<file path="src/rtl/nodf_status_pkg.sv">
// nodf_status_pkg
// Shared definitions for the non-dataflow module status tracker:
//   - nodf_state_e : 2-bit execution state reported to the status dump
//   - CNT_W_DEFAULT: default width of event counters and the cycle timestamp
//   - sat_inc      : saturating increment usable for any counter width up to SAT_W
package nodf_status_pkg;

    typedef enum logic [1:0] {
        IDLE      = 2'd0,
        BUSY      = 2'd1,
        DONE_WAIT = 2'd2,
        FINISHED  = 2'd3
    } nodf_state_e;

    localparam int CNT_W_DEFAULT = 32;

    // Widest counter the helper below can handle.
    localparam int SAT_W = 64;

    // Increment value, holding at the all-ones pattern of a width-bit counter.
    // Callers zero-extend into SAT_W bits and truncate the result back.
    function automatic logic [SAT_W-1:0] sat_inc(input logic [SAT_W-1:0] value,
                                                 input int unsigned     width);
        logic [SAT_W-1:0] max_val;
        max_val = (width >= SAT_W) ? '1 : ((SAT_W'(1) << width) - SAT_W'(1));
        return (value >= max_val) ? value : value + SAT_W'(1);
    endfunction

endpackage

</file>
<file path="src/rtl/nodf_module_intf_tracker_fifo.sv">
// nodf_ts_fifo
// Synchronous timestamp FIFO holding the accept time of each outstanding
// transaction. Push and pop may occur in the same cycle; a push while full is
// accepted only when a pop frees a slot in that same cycle.
// Ports:
//   clock, reset          sampling clock, asynchronous active-high reset
//   push, push_data       write request and timestamp
//   pop, pop_data         read request and oldest timestamp (valid when !empty)
//   full, empty, count    occupancy status
module nodf_ts_fifo
    import nodf_status_pkg::*;
#(
    parameter int DEPTH = 4,
    parameter int WIDTH = CNT_W_DEFAULT
) (
    input  logic                   clock,
    input  logic                   reset,
    input  logic                   push,
    input  logic [WIDTH-1:0]       push_data,
    input  logic                   pop,
    output logic [WIDTH-1:0]       pop_data,
    output logic                   full,
    output logic                   empty,
    output logic [$clog2(DEPTH):0] count
);

    localparam int AW = $clog2(DEPTH);

    logic [WIDTH-1:0] mem [DEPTH];
    logic [AW-1:0]    wr_ptr;
    logic [AW-1:0]    rd_ptr;
    logic             do_push;
    logic             do_pop;

    assign full     = (count == (AW+1)'(DEPTH));
    assign empty    = (count == '0);
    assign do_pop   = pop & ~empty;
    assign do_push  = push & (~full | do_pop);
    assign pop_data = mem[rd_ptr];

    always_ff @(posedge clock) begin
        if (do_push) begin
            mem[wr_ptr] <= push_data;
        end
    end

    // DEPTH is a power of two, so the pointers wrap naturally.
    always_ff @(posedge clock or posedge reset) begin
        if (reset) begin
            wr_ptr <= '0;
            rd_ptr <= '0;
            count  <= '0;
        end else begin
            if (do_push) begin
                wr_ptr <= wr_ptr + AW'(1);
            end
            if (do_pop) begin
                rd_ptr <= rd_ptr + AW'(1);
            end
            case ({do_push, do_pop})
                2'b10:   count <= count + (AW+1)'(1);
                2'b01:   count <= count - (AW+1)'(1);
                default: count <= count;
            endcase
        end
    end

endmodule

</file>
<file path="src/rtl/nodf_module_intf_tracker.sv">
// nodf_module_intf_tracker
// Passive cycle-level tracker for one non-dataflow HLS module's block-level
// handshake. Reports execution state, transaction counts and per-transaction
// latency; never drives the observed module. All outputs are registered.
// Optional macro NODF_LAT_STATS_EN adds lat_min / lat_max outputs.
// Ports:
//   clock, reset                         sampling clock, async active-high reset
//   ap_start/ap_ready/ap_done/ap_continue observed handshake
//   finish                               end of simulation (sticky)
//   state                                0 IDLE, 1 BUSY, 2 DONE_WAIT, 3 FINISHED
//   start_cnt/ready_cnt/done_cnt         saturating event counters
//   in_flight                            accepted but not yet consumed
//   last_lat, lat_valid                  latest latency and its update pulse
//   overflow, underflow                  sticky tracking errors
//   lat_min, lat_max                     latency extremes (NODF_LAT_STATS_EN only)
//
// state     | meaning
// ----------+-------------------------------------------------------------
// IDLE      | nothing outstanding, no completion pending
// BUSY      | at least one accepted start not yet consumed
// DONE_WAIT | ap_done asserted but held off by ap_continue low
// FINISHED  | finish seen; counters and flags frozen until reset
module nodf_module_intf_tracker
    import nodf_status_pkg::*;
#(
    parameter int CNT_W        = CNT_W_DEFAULT,
    parameter int MAX_INFLIGHT = 4
) (
    input  logic                          clock,
    input  logic                          reset,
    input  logic                          ap_start,
    input  logic                          ap_ready,
    input  logic                          ap_done,
    input  logic                          ap_continue,
    input  logic                          finish,
    output logic [1:0]                    state,
    output logic [CNT_W-1:0]              start_cnt,
    output logic [CNT_W-1:0]              ready_cnt,
    output logic [CNT_W-1:0]              done_cnt,
    output logic [$clog2(MAX_INFLIGHT):0] in_flight,
    output logic [CNT_W-1:0]              last_lat,
    output logic                          lat_valid,
`ifdef NODF_LAT_STATS_EN
    output logic [CNT_W-1:0]              lat_min,
    output logic [CNT_W-1:0]              lat_max,
`endif
    output logic                          overflow,
    output logic                          underflow
);

    localparam int IW = $clog2(MAX_INFLIGHT) + 1;

    function automatic logic [CNT_W-1:0] inc(input logic [CNT_W-1:0] value);
        return CNT_W'(sat_inc(SAT_W'(value), CNT_W));
    endfunction

    nodf_state_e      state_q;
    nodf_state_e      state_d;
    logic [CNT_W-1:0] now_q;

    logic             accept;
    logic             consume;
    logic             active;
    logic             fifo_push;
    logic             fifo_pop;
    logic             bypass;
    logic             ovf_evt;
    logic             unf_evt;
    logic             lat_evt;
    logic [CNT_W-1:0] lat_new;
    logic [CNT_W-1:0] fifo_data;
    logic             fifo_full;
    logic             fifo_empty;
    logic [IW-1:0]    fifo_count;
    logic [IW-1:0]    in_flight_next;

    assign accept  = ap_start & ap_ready;
    assign consume = ap_done & ap_continue;
    assign active  = (state_q != FINISHED);

    // An accept and consume in the same cycle with nothing outstanding is a
    // zero-latency transaction: it bypasses the FIFO entirely.
    assign fifo_pop  = active & consume & ~fifo_empty;
    assign bypass    = active & accept & consume & fifo_empty;
    // A full FIFO can still take a timestamp if a pop frees a slot this cycle.
    assign fifo_push = active & accept & ~bypass & (~fifo_full | fifo_pop);
    assign ovf_evt   = active & accept & fifo_full & ~fifo_pop;
    assign unf_evt   = active & consume & fifo_empty & ~accept;
    assign lat_evt   = fifo_pop | bypass;
    assign lat_new   = fifo_pop ? (now_q - fifo_data) : '0;

    nodf_ts_fifo #(
        .DEPTH (MAX_INFLIGHT),
        .WIDTH (CNT_W)
    ) u_ts_fifo (
        .clock     (clock),
        .reset     (reset),
        .push      (fifo_push),
        .push_data (now_q),
        .pop       (fifo_pop),
        .pop_data  (fifo_data),
        .full      (fifo_full),
        .empty     (fifo_empty),
        .count     (fifo_count)
    );

    assign in_flight = fifo_count;

    always_comb begin
        in_flight_next = fifo_count;
        if (fifo_push && !fifo_pop) begin
            in_flight_next = fifo_count + IW'(1);
        end else if (fifo_pop && !fifo_push) begin
            in_flight_next = fifo_count - IW'(1);
        end
    end

    // FSM: state register
    always_ff @(posedge clock or posedge reset) begin
        if (reset) begin
            state_q <= IDLE;
        end else begin
            state_q <= state_d;
        end
    end

    // FSM: next state, priority FINISHED > DONE_WAIT > BUSY > IDLE
    always_comb begin
        state_d = IDLE;
        if (!active || finish) begin
            state_d = FINISHED;
        end else if (ap_done && !ap_continue) begin
            state_d = DONE_WAIT;
        end else if (in_flight_next != '0) begin
            state_d = BUSY;
        end
    end

    // FSM: outputs
    always_comb begin
        state = state_q;
    end

    // Timestamp keeps running after finish; only the reported values freeze.
    always_ff @(posedge clock or posedge reset) begin
        if (reset) begin
            now_q     <= '0;
            start_cnt <= '0;
            ready_cnt <= '0;
            done_cnt  <= '0;
            last_lat  <= '0;
            lat_valid <= 1'b0;
            overflow  <= 1'b0;
            underflow <= 1'b0;
        end else begin
            now_q     <= inc(now_q);
            lat_valid <= lat_evt;
            if (active) begin
                if (accept) begin
                    start_cnt <= inc(start_cnt);
                end
                if (ap_ready) begin
                    ready_cnt <= inc(ready_cnt);
                end
                if (consume) begin
                    done_cnt <= inc(done_cnt);
                end
                if (ovf_evt) begin
                    overflow <= 1'b1;
                end
                if (unf_evt) begin
                    underflow <= 1'b1;
                end
                if (lat_evt) begin
                    last_lat <= lat_new;
                end
            end
        end
    end

`ifdef NODF_LAT_STATS_EN
    always_ff @(posedge clock or posedge reset) begin
        if (reset) begin
            lat_min <= '1;
            lat_max <= '0;
        end else if (lat_evt) begin
            if (lat_new < lat_min) begin
                lat_min <= lat_new;
            end
            if (lat_new > lat_max) begin
                lat_max <= lat_new;
            end
        end
    end
`endif

endmodule

</file>
<file path="config.mk">
export PLATFORM = sky130hd
export DESIGN_NAME = nodf_module_intf_tracker
export DESIGN_NICKNAME = d
export VERILOG_FILES = /design/src/rtl/nodf_status_pkg.sv /design/src/rtl/nodf_module_intf_tracker_fifo.sv /design/src/rtl/nodf_module_intf_tracker.sv
export SDC_FILE = /design/constraint.sdc
export NUM_CORES = 1
export LEC_CHECK = 0
export CORE_ASPECT_RATIO = 0.7
export CORE_MARGIN = 5
export CORE_UTILIZATION = 52
export DETAILED_ROUTE_END_ITERATION = 12
export PLACE_DENSITY = 0.87
export SKIP_LAST_GASP = 1
export SLEW_MARGIN = 20
export SYNTH_ARGS = -nofsm -noshare
export SYNTH_HDL_FRONTEND = slang
export SYNTH_SLANG_ARGS = --single-unit
</file>
<file path="constraint.sdc">
create_clock -name clock -period 5.4 [get_ports clock]
set_input_delay 1.08 -clock clock [delete_from_list [all_inputs] [get_ports clock]]
set_output_delay 1.08 -clock clock [all_outputs]
set_load 0.02 [all_outputs]
</file>
======== After elaboration in Yosys (flattened, before gate mapping) ========
Memories as Yosys holds them, arrays and structs flattened.
Cells that the tools add are included.
Widths: inputs -> output; s select.
word-level totals
  flip-flop bits (word level) ............. 172
  RAM bits ................................ 128
  bits of input ports ..................... 7
  output and inout port bits .............. 136
  logic and storage cells ................. 82
  memories ................................ 1
memories
  memory         depth  width  read ports  clocked after Yosys merged registers in  wr ports  RTL line                             text
  u_ts_fifo.mem  4      32     1           0                                        1         nodf_module_intf_tracker_fifo.sv:29  logic [WIDTH-1:0] mem [DEPTH];
cells by class
  add/subtract/negate cells ............... 9
  magnitude comparators ................... 4
  equality and inequality tests ........... 4
  muxes and demuxes ....................... 9
  bitwise gates (word level) .............. 26
  reduce and logical (&&, ||, !) cells .... 17
operators by type and width
  kind                   number
  $add 32x1->32 const B  4
  $ge 32x32->1 const B   4
  $mux 32                1
  $sub 32x32->32         1
  $and 1x1->1            15
  $reduce_and 3->1       3
  $not 1->1              8
  $mux 3                 2
  $pmux 3 s2             1
  $reduce_and 2->1       3
  $add 2x1->2 const B    2
  $logic_not 1->1        4
  $mux 2                 2
  $add 3x1->3 const B    1
  $eq 3x3->1 const B     1
  $logic_and 1x1->1      3
  $logic_not 3->1        1
  $mux 1                 3
  $or 1x1->1             3
  $reduce_bool 3->1      1
  $sub 3x1->3 const B    1
  $eq 2x1->1 const B     1
  $eq 2x2->1 const B     1
  $ne 2x2->1 const B     1
  other kinds (2)        2

======== Longest topological paths before layout ========
  depth in word-level cells ............... 15
  gate-level depth with buffers ........... 14
  depth with buffers taken out ............ 11

======== By module ========
A second synthesis with hierarchy kept.
unflattened totals
  cell total of the unflattened synthesis .. 1138
  area total of the unflattened synthesis .. 14078.5 um2
by module, submodules not included
  module                    instances  cells an instance  area an instance (um2)
  nodf_module_intf_tracker  1          916                8953.6
  nodf_ts_fifo              1          222                5124.9

======== Least setup slack after synthesis ========
OpenSTA, ideal clock, no wires.
  path kind ............................... register to register
  from .................................... reg u_ts_fifo.rd_ptr[0]
  to ...................................... reg last_lat[28]
  library setup time ...................... 0.069 ns
  data arrival time ....................... 3.984 ns
  path slack .............................. 1.347 ns
  stages on the path, launching flop included .. 14
  path buffers ............................ 2
  clock period less this slack ............ 4.053 ns
  cells stage by stage .................... dfrtp_1 clkbuf_1 buf_1 mux4_2 ha_1 fa_1 nand3b_4 a2111oi_4 nor3_4 a211oi_2 o21ai_2 a22o_1 or4b_1 nand3_1
between the ends
  longest elaborated chain between the ends .. 3
RTL lines
  element                   RTL line                             text
  start: declaration        nodf_module_intf_tracker_fifo.sv:31  logic [AW-1:0] rd_ptr;
  start signal: assignment  nodf_module_intf_tracker_fifo.sv:58  rd_ptr <= rd_ptr + AW'(1);
  $mem_v2 4x32              -
  $sub 32x32->32            nodf_module_intf_tracker.sv:90       assign lat_new = fifo_pop ? (now_q - fifo_data) : '0;
  $mux 32                   nodf_module_intf_tracker.sv:90
  end signal: assignment    nodf_module_intf_tracker.sv:175      last_lat <= lat_new;
  end: declaration          nodf_module_intf_tracker.sv:41       output logic [CNT_W-1:0] last_lat,
Every way passes these cells.
A chain may end at the register's enable or synchronous reset.

======== Worst setup path after layout ========
Ends and elaborated chain as after synthesis.

==> results.sh <==
export IMPL_hold_buffers=0
export IMPL_detail_route_vias_per_cell=5.75
export IMPL_total_global_routing_overflow=0
export IMPL_fillCellCount=1908
export IMPL_grt_pass1_vias=9713
export IMPL_syn_cell_area_sq_mm=0.0142
export IMPL_m3_gr_usage_pct=3.14
export IMPL_timing_clock_skew_ns=0.0407
export IMPL_dpl_hpwl_mm=22.2
export IMPL_critical_path_startpoint_type="flip-flop"
export IMPL_design_portCount=143
export IMPL_finalCritPeriodShare_pct=75.2
export IMPL_floorplan_rows=50
export IMPL_finalNonFillerCells=1681
export IMPL_ant_nets=0
export IMPL_synth_distinct_cells=82
export IMPL_buffer_ports_inserted=142
export IMPL_slew_violations=0
export IMPL_yosys_register_bits=300
export IMPL_grt_antenna_before_repair=0
export IMPL_layout_cells_most_common_list="171 x sky130_fd_sc_hd__dfrtp_1, 142 x sky130_fd_sc_hd__clkdlybuf4s50_1, 128 x sky130_fd_sc_hd__edfxtp_1"
export IMPL_synth_enable_flop_cells=128
export IMPL_initialDrtViolationCount=752
export IMPL_slowest_stage="sky130_fd_sc_hd__dfrtp_2"
export IMPL_cts_max_path_buffers=3
export IMPL_post_place_worst_slack_ns=1.35
export IMPL_globalRouteMet2Util_pct=33.1
export IMPL_layout_cells_most_common="sky130_fd_sc_hd__dfrtp_1"
export IMPL_crit_buf_inv=1
export IMPL_synthesis_area_per_instance_sq_um=12.5
export IMPL_ys_warns=0
export IMPL_multi_input_comb_area_sq_mm=0.00575
export IMPL_seq_area_sq_mm=0.00815
export IMPL_critical_path_maximum_fanout=15
export IMPL_period_minus_slack_ns=4.06
export IMPL_max_cap_violations=0
export IMPL_run_status="complete, no violations"
export IMPL_power_density_cell_area_mw_per_mm2=295
export IMPL_setup_tns_ns=0
export IMPL_grtUsageMet1_pct=31.0
export IMPL_clk_pin_slew_worst_paths_ns=0.07
export IMPL_ys_flop_type="sky130_fd_sc_hd__dfrtp_1"
export IMPL_routed_wl_mm=32.6
export IMPL_die_width_um=208
export IMPL_antenna_diode_count=0
export IMPL_async_reset_ff_share_pct=57.3
export IMPL_core_region_area_sq_mm=0.0268
export IMPL_worst_slack_ns=1.34
export IMPL_ir_drop_mv=0.255
export IMPL_maxSlewHeadroom_pct=33.8
export IMPL_cts_tree="yes"
export IMPL_die_boundary_height_um=148
export IMPL_critical_path_cell_chain="buf_4 -> mux4_2 -> fa_1 -> nand3b_4 -> a2111oi_4 -> nor3_4 -> a211oi_2 -> o21ai_2 -> a22o_1 -> or4b_1 -> nand3_1"
export IMPL_die_area_sq_mm=0.0309
export IMPL_gate_count_after_technology_mapping=1138
export IMPL_maximum_number_of_pins_on_one_net_before_global_route_repair=112
export IMPL_cp_arrival_ns=4.57
export IMPL_layout_drive_gt1_share_pct=10.1
export IMPL_vias=9670
export IMPL_place_inst=1627
export IMPL_cts_num_sinks=300
export IMPL_wire_per_inst_um=19.4
export IMPL_critical_path_max_stage_delay_ns=0.71
export IMPL_post_route_drc_count=0
export IMPL_cts_resized_gates=0
export IMPL_grt_setup_unrepaired="no"
export IMPL_clockRootBuffer="sky130_fd_sc_hd__clkbuf_16"
export IMPL_worstSetupEndpointType="flip-flop"
export IMPL_drtPass1Iterations=5
export IMPL_p_leak_nw=7.17
export IMPL_grt_pass1_wl_mm=52.9
export IMPL_hold_class="flip-flop to flip-flop"
export IMPL_syn2layout_area_growth_pct=19.4
export IMPL_report_final_hold_viol_count=0
export IMPL_finalSetupViolCount=0
export IMPL_critical_path_top_delay_family="compound AO/OA/AOI/OAI gates"
export IMPL_max_freq_mhz=246
export IMPL_grt_usage_pct=20.9
export IMPL_worst_skew_pair_latency_ns=0.57
export IMPL_sequential_cell_area_fraction_in_the_yosys_report_pct=57.2
export IMPL_crit_type="flip-flop to flip-flop"
export IMPL_grt_most_used_layer="met2"
export IMPL_worst_endpoint_required_ns=5.91
export IMPL_worstMarginPinSlew_ns=0.993
export IMPL_synthesized_nets=1197
export IMPL_num_nets_final=1353
export IMPL_clock_tree_htree_level_count=1
export IMPL_gp_congestion=0.848
export IMPL_postCtsSetupRepairBufs=0
export IMPL_cts_buffers=29
export IMPL_initial_core_util_pct=53.1
-- synth_stat cells (3+ instances only) --
| master | n | share of area (%) |
|---|---|---|
| sky130_fd_sc_hd__dfrtp_1 | 172 | 30 |
| sky130_fd_sc_hd__edfxtp_1 | 128 | 27 |
| sky130_fd_sc_hd__nand2_1 | 101 | 2.7 |
| sky130_fd_sc_hd__xnor2_1 | 98 | 6.0 |
| sky130_fd_sc_hd__nand3_1 | 65 | 2.3 |
| sky130_fd_sc_hd__xor2_1 | 56 | 3.4 |
| sky130_fd_sc_hd__inv_1 | 55 | 1.4 |
| sky130_fd_sc_hd__nor2_1 | 55 | 1.4 |
| sky130_fd_sc_hd__ha_1 | 51 | 4.5 |
| sky130_fd_sc_hd__o21ai_0 | 43 | 1.5 |
| sky130_fd_sc_hd__a21oi_1 | 34 | 1.2 |
| sky130_fd_sc_hd__mux4_2 | 32 | 5.1 |
| sky130_fd_sc_hd__nand4_1 | 26 | 1.1 |
| sky130_fd_sc_hd__and3_1 | 17 | 0.75 |
| sky130_fd_sc_hd__clkbuf_1 | 15 | 0.40 |
| sky130_fd_sc_hd__nor3_1 | 15 | 0.53 |
| sky130_fd_sc_hd__and4_1 | 13 | 0.80 |
| sky130_fd_sc_hd__a21o_1 | 12 | 0.63 |
| sky130_fd_sc_hd__and2_1 | 11 | 0.48 |
| sky130_fd_sc_hd__nor4_1 | 9 | 0.40 |
| sky130_fd_sc_hd__a211oi_1 | 8 | 0.42 |
| sky130_fd_sc_hd__a31oi_1 | 6 | 0.26 |
| sky130_fd_sc_hd__nand2b_1 | 6 | 0.26 |
| sky130_fd_sc_hd__o21a_1 | 5 | 0.26 |
| sky130_fd_sc_hd__or2_2 | 5 | 0.22 |
| sky130_fd_sc_hd__mux2_2 | 4 | 0.32 |
| sky130_fd_sc_hd__o211ai_1 | 4 | 0.21 |
| sky130_fd_sc_hd__a211o_1 | 3 | 0.18 |
| sky130_fd_sc_hd__a211oi_2 | 3 | 0.26 |
| sky130_fd_sc_hd__a32o_1 | 3 | 0.21 |
| sky130_fd_sc_hd__buf_1 | 3 | 0.079 |
| sky130_fd_sc_hd__clkbuf_2 | 3 | 0.11 |
| sky130_fd_sc_hd__nand3_2 | 3 | 0.21 |
| sky130_fd_sc_hd__nand4_2 | 3 | 0.26 |
| sky130_fd_sc_hd__nor2b_1 | 3 | 0.13 |
| sky130_fd_sc_hd__nor3_2 | 3 | 0.21 |
| sky130_fd_sc_hd__o21ai_1 | 3 | 0.11 |
| sky130_fd_sc_hd__o31ai_1 | 3 | 0.16 |
| sky130_fd_sc_hd__or3_1 | 3 | 0.13 |
| sky130_fd_sc_hd__or4_1 | 3 | 0.16 |
-- power by group --
group,switching (mW),internal [mW],total (mW)
sequential,0.0717,2.41,2.48
clock,0.870,1.11,1.98
combinational,0.290,0.256,0.546
total,1.23,3.78,5.01
-- per-layer routing --
layer  part of all wire (%)  wire [um]  vias to the layer above
met2                     46      15100                      343
met1                     45      14800                     4854
met4                    1.9        607                        0
met5                      0          0                        -
met3                    6.5       2110                       51
li1                       -          -                     4422
-- tightest hold or removal path: stages (launching register included) --
cell and delay [ns]:
sky130_fd_sc_hd__dfrtp_1 0.34, sky130_fd_sc_hd__nand2_1 0.04, sky130_fd_sc_hd__o21ai_0 0.05
-- metrics by stage --
step                utilization [%]  hold slack [ns]  power [mW]  instance area, sq um
floorplan                         -            0.521        2.88                 14200
global placement               59.9            0.466        3.05                 16100
global route                   63.4            0.499        5.21                 17000
CTS                            63.4            0.482        5.04                 17000
finish                         63.4            0.473        5.01                 17000
detailed placement             59.9            0.469        3.07                 16100
-- kinds of logic (layout without fill, tap and decap cells) --
| group | Yosys count | after routing | share of synthesized area [%] |
|---|---|---|---|
| buffers and inverters | 84 | 263 | 2.54 |
| AO/OA/AOI/OAI | 145 | 145 | 6.76 |
| XOR/XNOR | 154 | 154 | 9.47 |
| multiplexers | 38 | 38 | 5.52 |
| adder cells (fa/ha/maj) | 52 | 52 | 4.62 |
| flip-flops | 300 | 300 | 57.2 |
| AND/OR/NAND/NOR | 365 | 365 | 13.9 |
-- cell type report --
cell class | count | share of cell area (%)
clock inverters | 17 | 0.853
multi-input cells | 754 | 33.8
inverters | 55 | 1.24
clock buffers | 37 | 4.56
flip-flops and latches | 300 | 47.9
repair buffers | 154 | 8.96
well taps | 364 | 2.68
-- flip-flops by register name (all words and copies together), names as in the netlist --
name              count
done_cnt             32
underflow             1
start_cnt            32
overflow              1
u_ts_fifo.count       3
u_ts_fifo.mem       128
last_lat             32
u_ts_fifo.wr_ptr      2
now_q                32
lat_valid             1
ready_cnt            32
state                 2
u_ts_fifo.rd_ptr      2
-- path summary, 6_finish.rpt --
kind	startpoint	end	slack, ns	cells after the start
setup / recovery	u_ts_fifo.rd_ptr[0]$_DFFE_PP0P_	last_lat[28]$_DFFE_PP0P_	1.34	11
min in group asynchronous	reset	ready_cnt[0]$_DFFE_PP0P_	0.97	2
hold / removal	last_lat[17]$_DFFE_PP0P_	last_lat[17]$_DFFE_PP0P_	0.47	2
hold reg to reg	last_lat[17]$_DFFE_PP0P_	last_lat[17]$_DFFE_PP0P_	0.47	2
max in group asynchronous	reset	u_ts_fifo.rd_ptr[0]$_DFFE_PP0P_	3.35	3
setup reg to reg	u_ts_fifo.rd_ptr[0]$_DFFE_PP0P_	last_lat[28]$_DFFE_PP0P_	1.34	11
No activity file was read; power rests on OpenSTA's default activity.
